## config.mk

```make
export PLATFORM = sky130hd
export DESIGN_NAME = instruction_fetch_stage
export DESIGN_NICKNAME = d
export VERILOG_FILES = /design/src/rtl/instruction_fetch_stage.sv
export SDC_FILE = /design/constraint.sdc
export NUM_CORES = 1
export LEC_CHECK = 0
export CAP_MARGIN = 20
export CORE_UTILIZATION = 34
export DETAILED_ROUTE_END_ITERATION = 7
export PLACE_DENSITY = 0.86
export SLEW_MARGIN = 20
export SYNTH_ARGS = -nofsm -noshare
export SYNTH_HDL_FRONTEND = slang
export SYNTH_SLANG_ARGS = --single-unit
```

## constraint.sdc

```tcl
create_clock -name clk -period 1.67 [get_ports clk]
set_input_delay 0.334 -clock clk [delete_from_list [all_inputs] [get_ports clk]]
set_output_delay 0.334 -clock clk [all_outputs]
set_load 0.01 [all_outputs]
```

## src/rtl/instruction_fetch_stage.sv

```systemverilog
// ============================================================================
// Module      : instruction_fetch_stage
// Description : IF stage of the 5-stage MIPS pipeline. Owns the program
//               counter, drives the byte address into instruction memory and
//               captures the returned word into the IF/ID pipeline register.
//               Handles stalls, redirects (with squash), fetch enable and
//               address wrap within MEM_BYTES.
//               Optional macro FETCH_MISALIGN_CHECK_EN adds a sticky
//               fetch_fault output raised by a misaligned redirect target,
//               after which fetch is frozen until reset.
// Revision    : 1.0 - initial release
// ============================================================================
`default_nettype none

module instruction_fetch_stage #(
    parameter logic [31:0] RESET_PC  = 32'h0000_0000,
    parameter int          MEM_BYTES = 1024
) (
    input  logic        clk,
    input  logic        rst_n,
    input  logic        fetch_en,
    input  logic        stall,
    input  logic        redirect_valid,
    input  logic [31:0] redirect_target,
    output logic [31:0] inst_addr,
    input  logic [31:0] inst_in,
    output logic [31:0] if_id_inst,
    output logic [31:0] if_id_pc_plus4,
    output logic        if_id_valid,
`ifdef FETCH_MISALIGN_CHECK_EN
    output logic        fetch_fault,
`endif
    output logic [31:0] pc_out
);

    // Keeps PC arithmetic inside the instruction memory window.
    localparam logic [31:0] c_ADDR_MASK = 32'(MEM_BYTES - 1);
    // Word-aligned form of the window mask.
    localparam logic [31:0] c_WORD_MASK = c_ADDR_MASK & ~32'h3;

    logic [31:0] r_pc;
    logic [31:0] r_if_id_inst;
    logic [31:0] r_if_id_pc_plus4;
    logic        r_if_id_valid;

    logic [31:0] w_seq_pc;
    logic [31:0] w_redirect_pc;
    logic        w_redirect;
    logic        w_fetch_go;

    // Sequential and redirect addresses, both wrapped and word aligned.
    always_comb begin
        w_seq_pc      = (r_pc + 32'd4) & c_WORD_MASK;
        w_redirect_pc = redirect_target & c_WORD_MASK;
    end

`ifdef FETCH_MISALIGN_CHECK_EN
    logic r_fault;

    // Once faulted, redirects are ignored and fetch behaves as disabled.
    always_comb begin
        w_redirect = redirect_valid & ~r_fault;
        w_fetch_go = fetch_en & ~r_fault;
    end

    // Sticky fault on any accepted redirect whose target is not word aligned.
    always_ff @(posedge clk or negedge rst_n) begin
        if (!rst_n) begin
            r_fault <= 1'b0;
        end else if (w_redirect && (redirect_target[1:0] != 2'b00)) begin
            r_fault <= 1'b1;
        end
    end

    assign fetch_fault = r_fault;
`else
    // Without the fault check every redirect and fetch enable is honoured.
    always_comb begin
        w_redirect = redirect_valid;
        w_fetch_go = fetch_en;
    end
`endif

    // PC and IF/ID register update: redirect beats stall beats fetch enable.
    always_ff @(posedge clk or negedge rst_n) begin
        if (!rst_n) begin
            r_pc             <= RESET_PC;
            r_if_id_inst     <= 32'h0;
            r_if_id_pc_plus4 <= 32'h0;
            r_if_id_valid    <= 1'b0;
        end else if (w_redirect) begin
            // Squash the wrong-path word fetched this cycle.
            r_pc             <= w_redirect_pc;
            r_if_id_inst     <= 32'h0;
            r_if_id_pc_plus4 <= 32'h0;
            r_if_id_valid    <= 1'b0;
        end else if (stall) begin
            r_pc             <= r_pc;
            r_if_id_inst     <= r_if_id_inst;
            r_if_id_pc_plus4 <= r_if_id_pc_plus4;
            r_if_id_valid    <= r_if_id_valid;
        end else if (!w_fetch_go) begin
            // Bubble: all-zero word decodes as a NOP.
            r_pc             <= r_pc;
            r_if_id_inst     <= 32'h0;
            r_if_id_pc_plus4 <= 32'h0;
            r_if_id_valid    <= 1'b0;
        end else begin
            r_pc             <= w_seq_pc;
            r_if_id_inst     <= inst_in;
            r_if_id_pc_plus4 <= w_seq_pc;
            r_if_id_valid    <= 1'b1;
        end
    end

    assign inst_addr      = r_pc;
    assign pc_out         = r_pc;
    assign if_id_inst     = r_if_id_inst;
    assign if_id_pc_plus4 = r_if_id_pc_plus4;
    assign if_id_valid    = r_if_id_valid;

endmodule

`default_nettype wire

```

==> results.toml <==
[clock_network]
insertion_delay_ns = 0.30
clk_pin_slew_ns = 0.10
cts_buffers = 5
cts_tree = "yes"
cts.sinks = 49
htree_levels = 2
cts_root_buffer = "clkbuf_8"
hold_buffers = 0
clockBufferDepth = 2

[placement]
gp_congestion = 0.783
portBuffers = 101
hpwl_um = 4340

[drt]
first_pass_iters = 4
viasPerCell = 4.37
vias = 1955
drc = 0
drt_iter0_markers = 71
ant_nets = 0
routedWlPerCell_um = 12.9
wirelength_um = 5750

[layout]
area_delta_synth_final_pct = 39.9
final_nets = 417
antennaDiodeCount = 0
n_fill_cell = 645
drive_gt1_share_pct = 10.3
layout_common_cells = "clkdlybuf4s50_1 (94), conb_1 (72), dfrtp_1 (45)"
final_common_cell = "clkdlybuf4s50_1"

[sta]
min_period_ns = 1.64
final_hold_viol_count = 0
slew_viol_final = 0
clock_skew_ns = 0.00594
fmax_ghz = 0.611
setup_viol = 0
grt_setup_unrepaired = "yes"
worst_slew_pin_slew_ns = 0.581
period_share_pct = 98.1
max-slew-margin-rel_pct = 61.3
tns_ns = 0

[synthesis]
ys.flop_type = "dfrtp_1"
synth_cell_types = 29
syn-mean-instance-area_sq_um = 10.7
synth-seq-cells = 49
yosysWarnings = 0
syn_inst = 241
seq_area_frac_synth_pct = 47.7
synth-edff-count = 0
syn_area_sq_um = 2570
async_flop_share_pct = 100

[power_and_ir_drop]
power.net_switching_uw = 766
combPwrFrac_pct = 23.2
power_density_nw_per_um2 = 734
power_mw = 2.64
clock_power_share_pct = 27.6
p_seq_share_pct = 49.1
netSwitchingFraction_pct = 29.0
ir_drop_mv = 0.320
p_leak_nw = 1.70
p_int_mw = 1.87

[die]
die_area_sq_um = 7910
initial_core_util_pct = 35.3
ios = 198
die_w_um = 89.0
core_region_area_sq_um = 7290
row_count = 31
die_h_um = 89.0

[worst_setup_path]
crit_type = "primary input to flop"
cp-startpoint = "fetch_en"
cp-start-kind = "primary input"
cp-end-kind = "flop"
crit_fanout = 5
slowest_stage = "or4_1"
crit_family = "simple AND/OR/NAND/NOR gates"
cp.buffers_inverters = 1
crit_required_ns = 1.91
arrival_ns = 1.87
critPathMaxStageDelay_ns = 0.54
r2r-start = "inst_addr[3]"
path_cells = "clkdlybuf4s50_1, or3b_4, or4_1, nand3_1"

[global_route]
grt_pass1_vias = 1800
grt_pass1_wl_um = 8540
grt_max_degree = 35
antenna_found_initial = 0
track_usage_pct = 14.1
overflow = 0

[hold_path]
hold_class = "primary input to asynchronous set/reset pin"

[job]
cap_viol_max_count = 0

[outcome]
outcome = "complete, no violations"
[worst register-to-register path, cell delays in order (launching register included)]
cell	delay (ns)
dfrtp_1	0.37
ha_1	0.21
nand3_1	0.17
or4_1	0.50
a31oi_1	0.20
[what timing repair did]
action                                  CTS  global route
endpoints found under the hold margin     0             0
resized for setup                         9             2
endpoints found under the setup margin   15             6
setup buffers                             1             3
pin swaps                                 0             1
[path summary, 6_finish.rpt]
kind	end	depth (start not counted)	slack [ns]
max	if_id_pc_plus4[8]	4	0.03
min	if_id_pc_plus4[4]	1	0.02
max reg2reg	inst_addr[8]	4	0.13
min reg2reg	if_id_pc_plus4[6]	2	0.48
max in group asynchronous	if_id_inst[12]	2	1.10
min in group clk	if_id_pc_plus4[6]	2	0.48
[flip-flops by register name, indices dropped and copies added, names as in the netlist]
name,flops
inst_addr,8
if_id_valid,1
if_id_inst,32
if_id_pc_plus4,8
[final cells by class]
cell class | instances | area, sq um | share of cell area, %
Clock buffer | 5 | 68.8 | 1.91
Clock inverter | 3 | 26.3 | 0.730
Inverter | 2 | 7.51 | 0.209
Sequential cell | 49 | 1230 | 34.2
Tap cell | 99 | 124 | 3.44
Multi-Input combinational cell | 169 | 966 | 26.9
Timing Repair Buffer | 120 | 1170 | 32.6
[metrics by stage]
stage / cell area [sq um] / setup WS (ns) / hold slack (ns) / cells / utilization (%)
5_1_grt: 3600 / -0.00814 / 0.0554 / 447 / 49.3
3_3_place_gp: 3460 / -0.275 / 0.355 / 435 / 47.5
3_5_place_dp: 3460 / -0.342 / 0.376 / 435 / 47.5
2_1_floorplan: 2840 / 0.0712 / 0.0384 / 312 / -
6_report: 3600 / 0.0320 / 0.0234 / 447 / 49.3
4_1_cts: 3570 / 0.00813 / 0.0378 / 444 / 49.0
[metal layers]
metal | track usage [%] | vias to the layer above | part of all wire (%)
li1 | - | 900 | -
met1 | 16.2 | 941 | 40
met2 | 25.0 | 108 | 50
met3 | 3.88 | 6 | 7.9
met4 | 5.48 | 0 | 1.4
met5 | 0 | - | 0
[synth_stat cells, types with 2 or more instances]
library cell  count  share of area [%]
a22o_1           33                 11
buf_4            80                 23
clkbuf_1         10                1.5
dfrtp_1          49                 48
inv_1             2               0.29
nand2_1          16                2.3
nand3_1          10                1.9
nor2b_1           2               0.49
o211ai_1          5                1.5
o21ai_0           8                1.6
or4_1             5                1.5
xnor2_1           2               0.68
xor2_1            3                1.0
[logic make-up after synthesis]
family	share of synthesized area, %
buf+inv	25.7
xor+xnor	1.70
other cells	0.146
flops	47.7
mux	0.389
fa+ha+maj	0.487
compound gates	15.4
simple gates	8.42
[power by group through the flow]
stage          logic (mW)  registers, mW  clock network (mW)
2_1_floorplan       0.359           1.35                   0
4_1_cts             0.605           1.30               0.765
5_1_grt             0.671           1.31               0.805
3_5_place_dp        0.606           1.32                   0
3_3_place_gp        0.594           1.32                   0
6_report            0.613           1.30               0.730
Power figures use the tool's default switching activity.
